[src/rtl/mips_pkg.sv]
// Shared constants for the multicycle MIPS control unit.
// Holds opcode/funct encodings of the supported ISA subset, ALU control
// codes, internal aluop codes and the 4-bit FSM state encoding.
package mips_pkg;

  // Opcodes (instr[31:26])
  localparam logic [5:0] OP_RTYPE = 6'b000000;
  localparam logic [5:0] OP_LW    = 6'b100011;
  localparam logic [5:0] OP_SW    = 6'b101011;
  localparam logic [5:0] OP_BEQ   = 6'b000100;
  localparam logic [5:0] OP_ADDI  = 6'b001000;
  localparam logic [5:0] OP_J     = 6'b000010;

  // R-type funct codes (instr[5:0])
  localparam logic [5:0] F_ADD = 6'b100000;
  localparam logic [5:0] F_SUB = 6'b100010;
  localparam logic [5:0] F_AND = 6'b100100;
  localparam logic [5:0] F_OR  = 6'b100101;
  localparam logic [5:0] F_SLT = 6'b101010;

  // ALU control codes driven to the ALU
  localparam logic [2:0] ALU_AND = 3'b000;
  localparam logic [2:0] ALU_OR  = 3'b001;
  localparam logic [2:0] ALU_ADD = 3'b010;
  localparam logic [2:0] ALU_SUB = 3'b110;
  localparam logic [2:0] ALU_SLT = 3'b111;

  // Internal aluop: FSM -> ALU decoder
  localparam logic [1:0] ALUOP_ADD   = 2'b00;
  localparam logic [1:0] ALUOP_SUB   = 2'b01;
  localparam logic [1:0] ALUOP_FUNCT = 2'b10;

  // FSM state encoding; codes 12..15 are unused and recover to FETCH
  typedef enum logic [3:0] {
    FETCH   = 4'd0,
    DECODE  = 4'd1,
    MEMADR  = 4'd2,
    MEMRD   = 4'd3,
    MEMWB   = 4'd4,
    MEMWR   = 4'd5,
    EXECUTE = 4'd6,
    ALUWB   = 4'd7,
    BRANCH  = 4'd8,
    ADDIEX  = 4'd9,
    ADDIWB  = 4'd10,
    JUMP    = 4'd11
  } state_e;

  // True when the opcode belongs to the supported subset
  function automatic logic op_supported(input logic [5:0] op);
    return (op == OP_RTYPE) || (op == OP_LW) || (op == OP_SW) ||
           (op == OP_BEQ) || (op == OP_ADDI) || (op == OP_J);
  endfunction

endpackage

[src/rtl/mc_control_alu_decoder.sv]
// ALU control decoder (combinational).
// Ports:
//   aluop_i         2  operation class from the main FSM
//   funct_i         6  R-type funct field
//   alu_ctrl_o      3  ALU operation code
//   funct_illegal_o 1  funct unsupported while aluop selects funct decode
module alu_decoder
  import mips_pkg::*;
(
  input  logic [1:0] aluop_i,
  input  logic [5:0] funct_i,
  output logic [2:0] alu_ctrl_o,
  output logic       funct_illegal_o
);

  always_comb begin
    alu_ctrl_o      = ALU_ADD;
    funct_illegal_o = 1'b0;
    case (aluop_i)
      ALUOP_ADD: alu_ctrl_o = ALU_ADD;
      ALUOP_SUB: alu_ctrl_o = ALU_SUB;
      ALUOP_FUNCT: begin
        case (funct_i)
          F_ADD:   alu_ctrl_o = ALU_ADD;
          F_SUB:   alu_ctrl_o = ALU_SUB;
          F_AND:   alu_ctrl_o = ALU_AND;
          F_OR:    alu_ctrl_o = ALU_OR;
          F_SLT:   alu_ctrl_o = ALU_SLT;
          default: begin
            // Unknown funct still executes as add so ALUWB stays well defined
            alu_ctrl_o      = ALU_ADD;
            funct_illegal_o = 1'b1;
          end
        endcase
      end
      default: alu_ctrl_o = ALU_ADD;  // aluop 11 is never produced
    endcase
  end

endmodule

[src/rtl/mc_control.sv]
// Multicycle MIPS control unit: Moore main FSM plus ALU control decoder.
// Ports:
//   clk, reset   clock and synchronous active-high reset
//   op, funct    instruction fields held in the IR from DECODE onward
//   zero         ALU zero flag, used only in BRANCH
//   iord, memwrite, irwrite, regdst, memtoreg, regwrite, alusrca,
//   alusrcb[1:0], pcsrc[1:0], pcen  datapath selects / enables
//   alu_ctrl[2:0] ALU operation
//   illegal      one-cycle pulse on unsupported opcode (DECODE) or funct (EXECUTE)
//   state[3:0]   current FSM state for debug
module mc_control
  import mips_pkg::*;
(
  input  logic       clk,
  input  logic       reset,
  input  logic [5:0] op,
  input  logic [5:0] funct,
  input  logic       zero,
  output logic       iord,
  output logic       memwrite,
  output logic       irwrite,
  output logic       regdst,
  output logic       memtoreg,
  output logic       regwrite,
  output logic       alusrca,
  output logic [1:0] alusrcb,
  output logic [1:0] pcsrc,
  output logic       pcen,
  output logic [2:0] alu_ctrl,
  output logic       illegal,
  output logic [3:0] state
);

  state_e     state_q, state_d;
  state_e     out_state;
  logic       pcwrite, branch;
  logic       irwrite_raw, memwrite_raw, regwrite_raw;
  logic [1:0] aluop;
  logic       funct_illegal;

  always_ff @(posedge clk) begin
    if (reset) state_q <= FETCH;
    else       state_q <= state_d;
  end

  always_comb begin
    state_d = FETCH;
    case (state_q)
      FETCH:  state_d = DECODE;
      DECODE: begin
        case (op)
          OP_LW, OP_SW: state_d = MEMADR;
          OP_RTYPE:     state_d = EXECUTE;
          OP_BEQ:       state_d = BRANCH;
          OP_ADDI:      state_d = ADDIEX;
          OP_J:         state_d = JUMP;
          default:      state_d = FETCH;
        endcase
      end
      MEMADR:  state_d = (op == OP_LW) ? MEMRD : MEMWR;
      MEMRD:   state_d = MEMWB;
      EXECUTE: state_d = ALUWB;
      ADDIEX:  state_d = ADDIWB;
      default: state_d = FETCH;  // write-back states, BRANCH, JUMP, unused codes
    endcase
  end

  // While reset is held the outputs show FETCH values; enables are gated below.
  assign out_state = reset ? FETCH : state_q;

  always_comb begin
    iord         = 1'b0;
    memwrite_raw = 1'b0;
    irwrite_raw  = 1'b0;
    regdst       = 1'b0;
    memtoreg     = 1'b0;
    regwrite_raw = 1'b0;
    alusrca      = 1'b0;
    alusrcb      = 2'b00;
    pcsrc        = 2'b00;
    pcwrite      = 1'b0;
    branch       = 1'b0;
    aluop        = ALUOP_ADD;
    case (out_state)
      FETCH: begin
        irwrite_raw = 1'b1;
        pcwrite     = 1'b1;
        alusrcb     = 2'b01;
      end
      DECODE:  alusrcb = 2'b11;  // precompute branch target into ALUOut
      MEMADR: begin
        alusrca = 1'b1;
        alusrcb = 2'b10;
      end
      MEMRD:   iord = 1'b1;
      MEMWB: begin
        memtoreg     = 1'b1;
        regwrite_raw = 1'b1;
      end
      MEMWR: begin
        iord         = 1'b1;
        memwrite_raw = 1'b1;
      end
      EXECUTE: begin
        alusrca = 1'b1;
        aluop   = ALUOP_FUNCT;
      end
      ALUWB: begin
        regdst       = 1'b1;
        regwrite_raw = 1'b1;
      end
      BRANCH: begin
        alusrca = 1'b1;
        aluop   = ALUOP_SUB;
        pcsrc   = 2'b01;
        branch  = 1'b1;
      end
      ADDIEX: begin
        alusrca = 1'b1;
        alusrcb = 2'b10;
      end
      ADDIWB:  regwrite_raw = 1'b1;
      JUMP: begin
        pcsrc   = 2'b10;
        pcwrite = 1'b1;
      end
      default: ;
    endcase
  end

  alu_decoder u_alu_decoder (
    .aluop_i         (aluop),
    .funct_i         (funct),
    .alu_ctrl_o      (alu_ctrl),
    .funct_illegal_o (funct_illegal)
  );

  assign irwrite  = irwrite_raw & ~reset;
  assign memwrite = memwrite_raw & ~reset;
  assign regwrite = regwrite_raw & ~reset;
  assign pcen     = (pcwrite | (branch & zero)) & ~reset;
  assign illegal  = ~reset &
                    (((out_state == DECODE) & ~op_supported(op)) |
                     ((out_state == EXECUTE) & funct_illegal));
  assign state    = state_q;

endmodule

[config.mk]
export PLATFORM = sky130hd
export DESIGN_NAME = mc_control
export DESIGN_NICKNAME = d
export VERILOG_FILES = /design/src/rtl/mips_pkg.sv /design/src/rtl/mc_control_alu_decoder.sv /design/src/rtl/mc_control.sv
export SDC_FILE = /design/constraint.sdc
export NUM_CORES = 1
export LEC_CHECK = 0
export BUFFER_PORTS_ARGS = -buffer_cell sky130_fd_sc_hd__buf_2
export CAP_MARGIN = 5
export CORE_MARGIN = 2
export CORE_UTILIZATION = 39
export DETAILED_ROUTE_END_ITERATION = 6
export GPL_ROUTABILITY_DRIVEN = 0
export PLACE_DENSITY = 0.83
export RECOVER_POWER = 50
export SYNTH_ARGS = -nofsm -noshare
export SYNTH_HDL_FRONTEND = slang
export SYNTH_SLANG_ARGS = --single-unit
[constraint.sdc]
create_clock -name clk -period 2.4 [get_ports clk]
set_input_delay 0.48 -clock clk [delete_from_list [all_inputs] [get_ports clk]]
set_output_delay 0.48 -clock clk [all_outputs]
set_load 0.01 [all_outputs]
# [Word level (Yosys, flattened, before mapping)]
# Index checks and enable logic that the tools add are counted.
[totals] ff_bits=4 inputBits=15 elab_cells=76 output_inout_bits=20
[classes] reduce_logical=15 n_mux=20 eq_ne=28 n_bitwise=12
[ops] operator="== test 6 bit, second input constant" n=7
[ops] operator="one-hot mux 4 bit (6 select lines)" n=1
[ops] operator="== test 4 x 3 -> 1 bit, second input constant" n=5
[ops] operator="== test 4 bit, second input constant" n=5
[ops] operator="one-hot mux 4 bit (5 select lines)" n=1
[ops] operator="== test 4 x 2 -> 1 bit, second input constant" n=4
[ops] operator="one-hot mux 3 bit (4 select lines)" n=1
[ops] operator="two-way mux 1 bit" n=11
[ops] operator="AND 1 bit" n=8
[ops] operator="== test 4 x 1 -> 1 bit, second input constant" n=2
[ops] operator="logical NOT 4 bit" n=2
[ops] operator="one-hot mux 2 bit (2 select lines)" n=2
[ops] operator="OR reduction 2 bit" n=4
[ops] operator="== test 6 x 2 -> 1 bit, second input constant" n=1
[ops] operator="== test 6 x 3 -> 1 bit, second input constant" n=1
[ops] operator="== test 6 x 4 -> 1 bit, second input constant" n=1
[ops] operator="logical NOT 6 bit" n=1
[ops] operator="one-hot mux 2 bit (3 select lines)" n=1
[ops] operator="one-hot mux 3 bit (2 select lines)" n=1
[ops] operator="logical OR 1 bit" n=5
[ops] operator="OR reduction 5 bit" n=1
[ops] operator="two-way mux 4 bit" n=1
[ops] operator="OR reduction 4 bit" n=1
[ops] operator="two-way mux 3 bit" n=1
[ops] operator="5 further kinds" n=7

# [Logic depth before layout (Yosys ltp)]
[logic_depth] depth_word=10 mapped_depth=7 mapped_depth_nobuf=6

# [By module]
# From an unflattened synthesis, not the netlist that was laid out.
[hier_totals] hier_cells=93 area_unflattened_um2=674.4
[modules_own_cells] mod="mc_control" cells_each=73 n_inst=1 area_per_inst_um2=525.5 seq_area_each_um2=80.1
[modules_own_cells] mod="alu_decoder" cells_each=20 n_inst=1 area_per_inst_um2=148.9 seq_area_each_um2=0.0

# [Worst setup path after synthesis]
# Ideal clock, no wire load.
[synth_path] kind="input to output" from="input reset" to="output alu_ctrl[2]" t_arrival_ns=2.174 required_ns=1.920 setup_slack_ns=-0.254 stages=5 path_buffers=0 path_cell_list="or2_1 -> or4_4 -> ha_1 -> or3b_2 -> o22ai_1"
[synth_between] elab_chain_cells=5 word_cells_on_any_way=7 classes_between="eq/ne (4); mux (3)"
[synth_rtl] item="start, declared" line="mc_control.sv:15" text="input logic reset,"
[synth_rtl] item="two-way mux 4 bit *" line="mc_control.sv:69" text="assign out_state = reset ? FETCH : state_q;"
[synth_rtl] item="== test 4 bit / == test 4 x 3 -> 1 bit (equally long branches)" line="mc_control.sv:84" text="case (out_state)"
[synth_rtl] item="one-hot mux 2 bit (2 select lines) *" line="mc_control.sv:84"
[synth_rtl] item="== test 2 bit / == test 2 x 1 -> 1 bit (equally long branches)" line="mc_control_alu_decoder.sv:19" text="case (aluop_i)"
[synth_rtl] item="one-hot mux 3 bit (2 select lines) *" line="mc_control_alu_decoder.sv:19"
[synth_rtl] item="end, declared" line="mc_control.sv:29" text="output logic [2:0] alu_ctrl,"
# Every way passes the cells marked *; elsewhere a longest branch is shown, timed or not.

# [Worst setup path after layout]
# Ends and elaborated chain as after synthesis.

==> impl_metrics.tcl <==
set metrics [dict create \
    crit_cells 7 \
    htreeDepth 1 \
    clk_latency_ps 220 \
    dp.final_hpwl_mm 1.47 \
    synth_top_area_share 0.125 \
    grt_pass1_vias 759 \
    r2r-end "state[1]" \
    synth_warnings 0 \
    dpl.cell_count 150 \
    clock-sinks 4 \
    vias 857 \
    synth_area_um2 639 \
    tns_ps -396 \
    startpoint_type "primary input" \
    fin_nets 157 \
    finalPower_mw 0.235 \
    drive_gt1_frac 0.442 \
    firstDrtPassIters 4 \
    drc 0 \
    worst_pin_slew_ps 417 \
    m1WireLength_um 817 \
    p_per_area_nw_per_um2 242 \
    die-area_um2 1980 \
    max-cap-violations 0 \
    max_stage_delay_ps 440 \
    post-route-period-util 1.08 \
    hold_class "in2reg" \
    met3_length_um 73 \
    final_util 0.639 \
    synth_cell_types 36 \
    reg2reg_slack_ps 960 \
    cts.path.max_buffers 2 \
    setup_viol 3 \
    wl_met2_um 981 \
    ys_seq_elements 4 \
    holdWs_ps 598 \
    grt_overflow 0 \
    max_slew_margin 0.718 \
    hold_viol_final 0 \
    synth_area_leaders "dfxtp_1, nor2_1, a2111oi_2" \
    layout_commonest_cell "buf_2" \
    pin_count 35 \
    rsz0062_at_grt "yes" \
    grt_max_degree 19 \
    r2r_start "state[0]" \
    syn_to_final_growth_pct 52.3 \
    ir_worst_vdd_v 0.000157 \
    antenna_found_initial 0 \
    cts_buffers 3 \
    n_antenna_cell 0 \
    routed_via_density 5.56 \
    outcome "complete, but fails checks" \
    setup_slack_ps -187 \
    rows 14 \
    largest_reg_flops 4 \
    placed_cell_area_um2 906 \
    wl_per_cell_um 12.1 \
    drv_slew 0 \
    crit_type "in2out" \
    grt_usage 0.208 \
    critPathTopFamily "simple AND/OR/NAND/NOR gates" \
    wirelength_mm 1.87 \
    final_cells 154 \
    crit_path_end "alu_ctrl[2]" \
    final_area_um2 973 \
    grt_pass1_wl_mm 3.16 \
    drt_iter0_drc 14 \
    violations "setup timing" \
    highest_layer "met3" \
    pre_cts_slack_ps -206 \
    start_util 0.420 \
    critPathRequiredTime_ps 1920 \
    port_buffers 34 \
    path_clk_slew_ps 40 \
    rr_worst_depth 4 \
    fmax_mhz 387 \
    hold_buffers 0 \
    crit_fanout 2 \
    seq_area_frac_synth 0.125 \
    die_x_um 44.5 \
    ant_nets 0 \
    yosys.area.top_type "dfxtp_1" \
    syn_inst 97 \
    crit_slowest_cell "or4_4" \
    min_period_ps 2590 \
    cp.arrival_ps 2110 \
    cts_root_buf "clkbuf_4" \
    final_cell_mix "buf_2, nor2_1, buf_4" \
    clock_skew_ps 3.89 \
    p_leak_nw 0.448 \
    dieHeight_um 44.5 \
    core-area_um2 1520 \
    cts_tree "done" \
    worstSetupStartpoint "reset" \
    end_kind "output port" \
    path_buf_inv 2 \
    postSynthAreaPerCell_um2 6.59 \
    path_cells "buf_6 > or2_4 > or4_4 > ha_4 > or3b_4 > o22ai_4 > buf_2" \
    syn_nets 114 \
]
==> layout make-up <==
cell class | instances | area, µm²
Tap cell | 16 | 20.0
Inverter | 6 | 22.5
Fill cell | 151 | 551
Multi-Input combinational cell | 80 | 554
Sequential cell | 4 | 81.3
Clock buffer | 3 | 22.5
Timing Repair Buffer | 45 | 273
==> timing repair <==
item,in CTS,in global routing
buffers inserted,0,1
resized for setup,2,10
hold endpoints to repair,0,0
pin swaps,1,3
endpoints found under the setup margin,3,4
==> per-layer routing <==
| layer | GRT usage | vias up |
|---|---|---|
| li1 | - | 443 |
| met1 | 0.263 | 387 |
| met2 | 0.371 | 27 |
| met3 | 0.0286 | 0 |
| met4 | 0.0364 | 0 |
| met5 | 0 | - |
==> cell usage after synthesis <==
master,n
a211oi_1,1
nand2_1,7
nor2b_1,3
buf_4,1
inv_1,6
o311a_1,1
and3_1,1
a31oi_1,2
o22ai_1,1
xnor2_1,3
a22o_1,1
a2111oi_0,1
buf_2,5
dfxtp_1,4
nor3_1,5
a21oi_1,5
nor4_1,4
o211ai_1,1
o21ai_0,4
o32ai_1,1
a221oi_1,1
xor2_1,1
nand2b_1,4
nor2_1,14
a21o_1,2
or3b_2,1
nand4_1,1
clkbuf_2,1
or2_1,1
o41ai_1,1
nand3_1,5
and3_2,1
or4_4,1
ha_1,2
nor4b_1,2
a2111oi_2,2
==> kinds of logic after synthesis <==
kind of cell,after synthesis,share of synthesized area
simple gates,50,0.409
buf+inv,13,0.0939
flops,4,0.125
fa+ha+maj,2,0.0391
compound gates,24,0.278
xor+xnor,4,0.0548
==> power breakdown <==
| part | total, mW | internal (mW) | switching (mW) |
|---|---|---|---|
| registers | 0.0712 | 0.0689 | 0.00228 |
| logic | 0.0864 | 0.0379 | 0.0485 |
| clock network | 0.0776 | 0.0555 | 0.0221 |
==> worst register-to-register path, stage by stage (launching register included) <==
cell,delay (ps)
dfxtp_1,400
buf_4,240
nor2b_1,260
a211oi_1,130
a2111oi_2,320
==> how the worst min path moves through the flow <==
stage | startpoint | to | slack (ps) | depth (start not counted)
2_1_floorplan | op[5] | state[0] | 700 | 3
3_5_place_dp | state[3] | state[0] | 640 | 2
3_3_place_gp | state[3] | state[0] | 620 | 2
4_1_cts | reset | state[1] | 580 | 3
6_report | reset | state[1] | 600 | 3
5_1_grt | reset | state[1] | 600 | 3
Note: power is estimated with default switching activity, not from simulation.
